<file path="src/rtl/mips_ctrl_pkg.sv">
// Shared types and encodings for the multi-cycle MIPS control unit.
package mips_ctrl_pkg;

    typedef enum logic [3:0] {
        S_FETCH   = 4'd0,
        S_DECODE  = 4'd1,
        S_MEMADR  = 4'd2,
        S_MEMRD   = 4'd3,
        S_MEMWB   = 4'd4,
        S_MEMWR   = 4'd5,
        S_RTYPEEX = 4'd6,
        S_RTYPEWB = 4'd7,
        S_BEQEX   = 4'd8,
        S_ADDIEX  = 4'd9,
        S_ADDIWB  = 4'd10,
        S_JEX     = 4'd11
    } state_t;

    localparam logic [5:0] OP_RTYPE = 6'b000000;
    localparam logic [5:0] OP_LW    = 6'b100011;
    localparam logic [5:0] OP_SW    = 6'b101011;
    localparam logic [5:0] OP_BEQ   = 6'b000100;
    localparam logic [5:0] OP_ADDI  = 6'b001000;
    localparam logic [5:0] OP_J     = 6'b000010;

    localparam logic [1:0] ALU_OP_ADD   = 2'b00;
    localparam logic [1:0] ALU_OP_SUB   = 2'b01;
    localparam logic [1:0] ALU_OP_FUNCT = 2'b10;

    localparam logic [1:0] PC_SRC_ALU    = 2'b00;
    localparam logic [1:0] PC_SRC_ALUOUT = 2'b01;
    localparam logic [1:0] PC_SRC_JUMP   = 2'b10;

    localparam logic [1:0] SRCB_REG_B   = 2'b00;
    localparam logic [1:0] SRCB_FOUR    = 2'b01;
    localparam logic [1:0] SRCB_IMM     = 2'b10;
    localparam logic [1:0] SRCB_IMM_SH2 = 2'b11;

    // Moore control word; ready_gate marks ir_write/pc_write as qualified by mem_ready
    typedef struct packed {
        logic       mem_req;
        logic       mem_write;
        logic       iord;
        logic       ir_write;
        logic       pc_write;
        logic       ready_gate;
        logic       branch;
        logic [1:0] pc_src;
        logic       alu_src_a;
        logic [1:0] alu_src_b;
        logic [1:0] alu_op;
        logic       reg_write;
        logic       reg_dst;
        logic       mem_to_reg;
    } ctrl_word_t;

    // True for the opcodes this controller can sequence
    function automatic logic is_legal_op(input logic [5:0] op);
        logic legal;
        legal = 1'b0;
        case (op)
            OP_RTYPE, OP_LW, OP_SW, OP_BEQ, OP_ADDI, OP_J: legal = 1'b1;
            default:                                      legal = 1'b0;
        endcase
        return legal;
    endfunction

endpackage

</file>
<file path="src/rtl/multicycle_out_dec.sv">
// Combinational state -> control-word decoder.
module multicycle_out_dec
    import mips_ctrl_pkg::*;
(
    input  state_t     state,
    output ctrl_word_t cw
);

    // Per-state Moore controls; anything not set stays 0
    always_comb begin
        cw = '0;
        case (state)
            S_FETCH: begin
                cw.mem_req    = 1'b1;
                cw.ir_write   = 1'b1;
                cw.pc_write   = 1'b1;
                cw.ready_gate = 1'b1;
                cw.alu_src_b  = SRCB_FOUR;
                cw.alu_op     = ALU_OP_ADD;
                cw.pc_src     = PC_SRC_ALU;
            end
            S_DECODE: begin
                cw.alu_src_b = SRCB_IMM_SH2;
                cw.alu_op    = ALU_OP_ADD;
            end
            S_MEMADR, S_ADDIEX: begin
                cw.alu_src_a = 1'b1;
                cw.alu_src_b = SRCB_IMM;
                cw.alu_op    = ALU_OP_ADD;
            end
            S_MEMRD: begin
                cw.mem_req = 1'b1;
                cw.iord    = 1'b1;
            end
            S_MEMWB: begin
                cw.reg_write  = 1'b1;
                cw.mem_to_reg = 1'b1;
            end
            S_MEMWR: begin
                cw.mem_req   = 1'b1;
                cw.mem_write = 1'b1;
                cw.iord      = 1'b1;
            end
            S_RTYPEEX: begin
                cw.alu_src_a = 1'b1;
                cw.alu_src_b = SRCB_REG_B;
                cw.alu_op    = ALU_OP_FUNCT;
            end
            S_RTYPEWB: begin
                cw.reg_write = 1'b1;
                cw.reg_dst   = 1'b1;
            end
            S_BEQEX: begin
                cw.alu_src_a = 1'b1;
                cw.alu_src_b = SRCB_REG_B;
                cw.alu_op    = ALU_OP_SUB;
                cw.pc_src    = PC_SRC_ALUOUT;
                cw.branch    = 1'b1;
            end
            S_ADDIWB: begin
                cw.reg_write = 1'b1;
            end
            S_JEX: begin
                cw.pc_src   = PC_SRC_JUMP;
                cw.pc_write = 1'b1;
            end
            default: cw = '0;
        endcase
    end

endmodule

</file>
<file path="src/rtl/multicycle_ctrl.sv">
// Multi-cycle MIPS control unit: state sequencing, memory handshake and retire counter.
module multicycle_ctrl
    import mips_ctrl_pkg::*;
#(
    parameter int unsigned CNT_W = 32
) (
    input  logic             clk,
    input  logic             rst_n,
    input  logic [5:0]       opcode,
    input  logic             zero,
    input  logic             mem_ready,
    output logic             mem_req,
    output logic             mem_write,
    output logic             iord,
    output logic             ir_write,
    output logic             pc_en,
    output logic [1:0]       pc_src,
    output logic             alu_src_a,
    output logic [1:0]       alu_src_b,
    output logic [1:0]       alu_op,
    output logic             reg_write,
    output logic             reg_dst,
    output logic             mem_to_reg,
    output logic             illegal_op,
    output logic [CNT_W-1:0] retired,
    output logic [3:0]       state_dbg
);

    state_t     state;
    ctrl_word_t cw;

    multicycle_out_dec u_out_dec (
        .state (state),
        .cw    (cw)
    );

    // State sequencing; retired counts every entry into FETCH except an illegal-opcode abort
    always_ff @(posedge clk or negedge rst_n) begin
        if (!rst_n) begin
            state   <= S_FETCH;
            retired <= '0;
        end else begin
            case (state)
                S_FETCH: begin
                    if (mem_ready) state <= S_DECODE;
                end
                S_DECODE: begin
                    case (opcode)
                        OP_LW, OP_SW: state <= S_MEMADR;
                        OP_RTYPE:     state <= S_RTYPEEX;
                        OP_BEQ:       state <= S_BEQEX;
                        OP_ADDI:      state <= S_ADDIEX;
                        OP_J:         state <= S_JEX;
                        default:      state <= S_FETCH;
                    endcase
                end
                S_MEMADR:  state <= (opcode == OP_LW) ? S_MEMRD : S_MEMWR;
                S_MEMRD: begin
                    if (mem_ready) state <= S_MEMWB;
                end
                S_MEMWR: begin
                    if (mem_ready) begin
                        state   <= S_FETCH;
                        retired <= retired + CNT_W'(1);
                    end
                end
                S_RTYPEEX: state <= S_RTYPEWB;
                S_ADDIEX:  state <= S_ADDIWB;
                default: begin
                    state   <= S_FETCH;
                    retired <= retired + CNT_W'(1);
                end
            endcase
        end
    end

    // Enables are forced low for the whole reset so a pending request or writeback is dropped at once
    assign mem_req    = rst_n & cw.mem_req;
    assign mem_write  = rst_n & cw.mem_write;
    assign ir_write   = rst_n & cw.ir_write & mem_ready;
    assign pc_en      = rst_n & ((cw.pc_write & (mem_ready | ~cw.ready_gate)) | (cw.branch & zero));
    assign reg_write  = rst_n & cw.reg_write;
    assign illegal_op = rst_n & (state == S_DECODE) & ~is_legal_op(opcode);

    assign iord       = cw.iord;
    assign pc_src     = cw.pc_src;
    assign alu_src_a  = cw.alu_src_a;
    assign alu_src_b  = cw.alu_src_b;
    assign alu_op     = cw.alu_op;
    assign reg_dst    = cw.reg_dst;
    assign mem_to_reg = cw.mem_to_reg;
    assign state_dbg  = state;

endmodule

</file>
<file path="config.mk">
export PLATFORM = sky130hd
export DESIGN_NAME = multicycle_ctrl
export DESIGN_NICKNAME = d
export VERILOG_FILES = /design/src/rtl/mips_ctrl_pkg.sv /design/src/rtl/multicycle_out_dec.sv /design/src/rtl/multicycle_ctrl.sv
export SDC_FILE = /design/constraint.sdc
export NUM_CORES = 1
export LEC_CHECK = 0
export BUFFER_PORTS_ARGS = -buffer_cell sky130_fd_sc_hd__buf_2
export CORE_ASPECT_RATIO = 1.2
export CORE_MARGIN = 5
export CORE_UTILIZATION = 25
export CTS_BUF_LIST = sky130_fd_sc_hd__clkbuf_4
export DETAILED_ROUTE_END_ITERATION = 8
export SYNTH_ARGS = -nofsm -noshare
export SYNTH_HDL_FRONTEND = slang
export SYNTH_SLANG_ARGS = --single-unit
</file>
<file path="constraint.sdc">
create_clock -name clk -period 2 [get_ports clk]
set_input_delay 0.4 -clock clk [delete_from_list [all_inputs] [get_ports clk]]
set_output_delay 0.4 -clock clk [all_outputs]
set_load 0.03 [all_outputs]
</file>
* Word level (Yosys, flattened, before mapping) *
Cells that the tools add are included.

storage, ports and cells
  flip-flop bits (word level) = 36
  output and inout port bits = 52
  word-level logic and storage cells = 71

operators by class
  equality and inequality tests = 19
  reduce and logical (&&, ||, !) cells = 13
  bitwise logic cells = 15
  $add $sub $neg = 1
  muxes and demuxes = 21

operators by type and width
  kind                     count
  $pmux W32 S2             1
  $pmux W4 S5              2
  $add A32 B1 Y32 const B  1
  $mux W32                 1
  $pmux W4 S7              1
  $eq A4 B3 Y1 const B     4
  $eq A4 B4 Y1 const B     4
  $eq A6 B6 Y1 const B     2
  $mux W4                  3
  $reduce_or A6 Y1         2
  $mux W1                  11
  $and A1 B1 Y1            10
  $eq A4 B2 Y1 const B     2
  $reduce_or A2 Y1         4
  $eq A6 B2 Y1 const B     1
  $eq A6 B3 Y1 const B     1
  $eq A6 B4 Y1 const B     1
  $logic_not A6 Y1         1
  $ne A2 B2 Y1 const B     3
  $reduce_or A3 Y1         2
  $eq A4 B1 Y1 const B     1
  $logic_not A4 Y1         1
  $pmux W2 S2              1
  $reduce_or A4 Y1         1
  other kinds (5)          8

* Depth between registers and ports, before layout *
  word-level depth = 7
  depth in mapped cells = 7

* Hierarchy *
A second synthesis with hierarchy kept.

second synthesis, totals
  cell total of the unflattened synthesis = 225
  area total of the unflattened synthesis = 2205.9 um^2

modules (own cells, without submodules)
  module              cells an instance  instances  sequential area each (um^2)  area an instance (um^2)
  multicycle_ctrl     195                1          900.9                        2031.9
  multicycle_out_dec  30                 1          0.0                          173.9

* Least setup slack after synthesis *
OpenSTA, ideal clock, no wires.

  path kind = register to output
  from = register state[1], in the netlist state_dbg[1]
  to = output illegal_op
  required time = 1600 ps
  data arrival time = 2047 ps
  path buffers = 2
  stages on the path, launching flop included = 5
  path slack = -447 ps
  cell sequence = dfrtp_1 -> buf_6 -> nand2b_1 -> buf_2 -> nor4b_1

on the way
  longest elaborated chain between the ends = 3

ends and longest elaborated chain
  element                      line                   RTL
  from (decl)                  multicycle_ctrl.sv:29  state_t state;
  from (signal assigned)       multicycle_ctrl.sv:57  S_MEMADR: state <= (opcode == OP_LW) ? S_MEMRD : S_MEMWR;
  $eq A4 B1 Y1                 multicycle_ctrl.sv:83  assign illegal_op = rst_n & (state == S_DECODE) & ~is_legal_op(opcode);
  $and A1 B1 Y1 (2 in series)  multicycle_ctrl.sv:83
  to (decl)                    multicycle_ctrl.sv:24  output logic illegal_op,

No other way between the ends.

* Worst setup path after layout *
  from = register state[0], in the netlist state_dbg[0]
  to = output pc_en

on the way
  longest elaborated chain between the ends = 7
  elaborated cells on any way between the ends = 13
  classes of those cells = eq/ne: 2; mux: 3; bitwise: 6; reduce/logical: 2

ends and longest elaborated chain
  element            line                      RTL
  $logic_not A4 Y1   multicycle_out_dec.sv:12  case (state)
  $mux W1            multicycle_out_dec.sv:12
  $not A1 Y1         multicycle_ctrl.sv:81     assign pc_en = rst_n & ((cw.pc_write & (mem_ready | ~cw.ready_gate)) | (cw.branch & zero));
  $or A1 B1 Y1       multicycle_ctrl.sv:81
  $and A1 B1 Y1      multicycle_ctrl.sv:81
  $or A1 B1 Y1 (*)   multicycle_ctrl.sv:81
  $and A1 B1 Y1 (*)  multicycle_ctrl.sv:81
  to (decl)          multicycle_ctrl.sv:16     output logic pc_en,

Mark *: on every way between the ends. The rest lies on a longest branch, timed or not.

==> qor.yml <==
outcome:
  outcome: "complete, but fails checks"
  violations: "negative setup slack"
timing:
  slew_headroom_pct: 65.92
  setup_slack_ns: -0.004548
  post-route-period-util_pct: 100.2
  hold_viol_final: 0
  tightest_slew_ns: 0.5085
  fmax_mhz: 498.9
  finalSetupViolCount: 1
  slew_violations: 0
  finClkSkew_ns: 0.005472
  rsz0062_at_grt: "true"
  fin_crit_ns: 2.005
layout:
  multi_input_area_um2: 1127
  seqCellArea_um2: 905.9
  area_growth_pct: 40.63
  diodes: 0
  drive_above_1_share_pct: 42.91
  n_fill_cell: 784
  nets: 299
  finish.utilization_pct: 36.30
clock_tree:
  cts_sinks: 36
  cts_htree_levels: 2
  numCtsBuffers: 5
  clkTransAtPathRegs_ns: 0.11
  clock_latency_ns: 0.33
  clockRootBuffer: "clkbuf_4"
  clk_path_buf_depth: 2
  tritoncts: "yes"
route:
  drtPass1Iterations: 4
  viasPerCell: 4.777
  postRouteWirelength_mm: 5.494
  final_antenna_net_count: 0
  vias: 1820
  drt_iter0_markers: 25
  remaining_drc_errors: 0
  routedWlPerCell_um: 14.42
synth:
  yosysWarnings: 0
  seq_area_frac_synth_pct: 45.28
  syn_inst: 201
  synth_async_sr_flop_share_pct: 100.0
  synth-seq-cells: 36
  synthesis.area_um2: 1989
  synthesis.nets: 212
  synth_edf_count: 0
  synth_cell_types: 43
  post_synth.cell_area_avg_um2: 9.898
  synth_ff_type: "dfrtp_1"
placement:
  dp_hpwl_mm: 4.025
  port_buffers: 61
  gp_congestion: 0.7874
worst_setup_path:
  worst_ep_required_time_ns: 1.60
  cpMaxStageDelayCell: "dfrtp_2"
  end_kind: "primary output"
  startpoint_type: "register"
  crit_type: "reg -> out"
  crit_chain: "buf_6 > nor4_4 > a21oi_2 > nor3_2 > buf_4"
  critPathMaxStageDelay_ns: 0.45
  arrival_ns: 1.60
  critPathMaxFanout: 8
pwr:
  fin_total_pwr_mw: 2.699
  irDropWorstVdd_mv: 0.6754
  p_per_area_nw_per_um2: 964.6
  total_leakage_power_nw: 1.337
floorplan:
  fp.dieH_um: 107.7
  initial_core_util_pct: 25.81
  num_rows: 35
  ios: 62
  dieArea_um2: 9849
  die_w_um: 91.44
  core_area_um2: 7707
global_routing:
  met3_usage_pct: 3.217
  antenna_found_initial: 0
  grt_pass1_wl_mm: 9.004
  busiest_layer: "met2"
  use_met2_pct: 18.47
  grt_pass1_vias: 1856
  grt_usage_pct: 11.13
  grt_max_degree: 24
  use_met1_pct: 13.92
  gr-total-overflow: 0
job:
  cap_violations: 0
min_path:
  min_path_type: "in -> async"
-- cell usage after synthesis, drive strengths merged (2+ instances only) --
library cell,n,area [um^2]
nor4,6,58.80
xnor2,27,236.5
nor3,11,65.06
nand4,8,50.05
dfrtp,36,900.9
nor4b,2,23.77
a21oi,6,52.55
nand3,14,70.07
nand2,22,82.58
and2,3,18.77
nand2b,3,18.77
and3,5,31.28
buf,2,16.26
xor2,6,52.55
clkbuf,4,15.01
nor2,17,71.32
o21ai,3,15.01
inv,6,22.52
and4,3,26.28
-- final cells by class --
type,count,area share (%)
tap,92,4.114
multi-input combinational,153,40.30
sequential,36,32.38
clock inverter,2,1.252
timing repair buffer,86,19.54
inverter,6,0.8050
clock buffer,6,1.610
-- cells by family (layout without fill, tap and decap cells) --
family | after synthesis | count (layout) | synth area share [%]
and+or+nand+nor | 97 | 97 | 27.55
xor gates and xnor gates | 33 | 33 | 14.53
buffers and inverters | 12 | 100 | 2.704
AOI/OAI and AO/OA | 21 | 21 | 8.554
adders and majority gates | 1 | 1 | 0.6288
DFF | 36 | 36 | 45.28
muxes | 1 | 1 | 0.7545
-- where the power goes --
group	switching [mW]	total, mW	internal, mW
registers	0.0905	0.885	0.795
clock network	0.250	0.526	0.276
logic	0.766	1.29	0.521
-- sequential cells by signal, indices dropped and copies added, names as in the netlist --
signal and count:
state_dbg 4, retired 32
-- final timing paths --
kind	start	end	slack [ns]	depth (start not counted)
worst max-delay path	state_dbg[0]	pc_en	-0.005	5
worst min-delay path	rst_n	retired[18]	0.07	2
worst max register to register	state_dbg[1]	retired[1]	0.13	5
worst min register to register	retired[31]	retired[31]	0.47	1
max in group asynchronous	rst_n	state_dbg[1]	1.42	2
min in group clk	mem_ready	state_dbg[2]	0.37	3
-- per-layer routing --
metal | wire length (um) | vias up
met2 | 2743 | 48
met5 | 0 | -
li1 | - | 884
met1 | 2387 | 881
met4 | 61 | 0
met3 | 300 | 7
-- metrics by stage --
stage          cells  setup WS (ns)  hold slack, ns  instance area (um^2)   TNS (ns)
2_1_floorplan    201        -0.1735          0.1044                  2014    -0.7330
3_3_place_gp     360         0.1537          0.2252                  2494          0
3_5_place_dp     360         0.1273          0.2241                  2494          0
4_1_cts          375       0.001749         0.06326                  2681          0
5_1_grt          381        -0.1296         0.06706                  2798    -0.3871
6_report         381      -0.004548         0.06946                  2798  -0.004548
-- worst max-delay path: cells and delay by family (launching register included) --
kind	cells	cell delay (ns)
buffers and inverters	2	0.32
AO/OA/AOI/OAI	1	0.05
flip-flops	1	0.45
AND/OR/NAND/NOR	2	0.44
-- cells in the final DEF, fill, tap and decap left out, drive strengths merged, types with 2 or more instances in the layout --
master	netlist	routed
buf	2	84
xor2	6	6
nand3	14	14
nor3	11	11
o21ai	3	3
clkbuf	4	7
nand2	22	22
nor4b	2	2
and3	5	5
dfrtp	36	36
nor2	17	17
nand4	8	8
a21oi	6	6
nand2b	3	3
and2	3	3
nor4	6	6
and4	3	3
inv	6	6
xnor2	27	27
-- timing repair --
item | in CTS | in global routing
pin swaps | 0 | 1
buffers inserted | 6 | 6
setup endpoints to repair | 15 | 8
endpoints found under the hold margin | 1 | 0
hold buffers | 1 | 0
resized for setup | 15 | 18
Note: power is estimated with default switching activity, not from simulation.
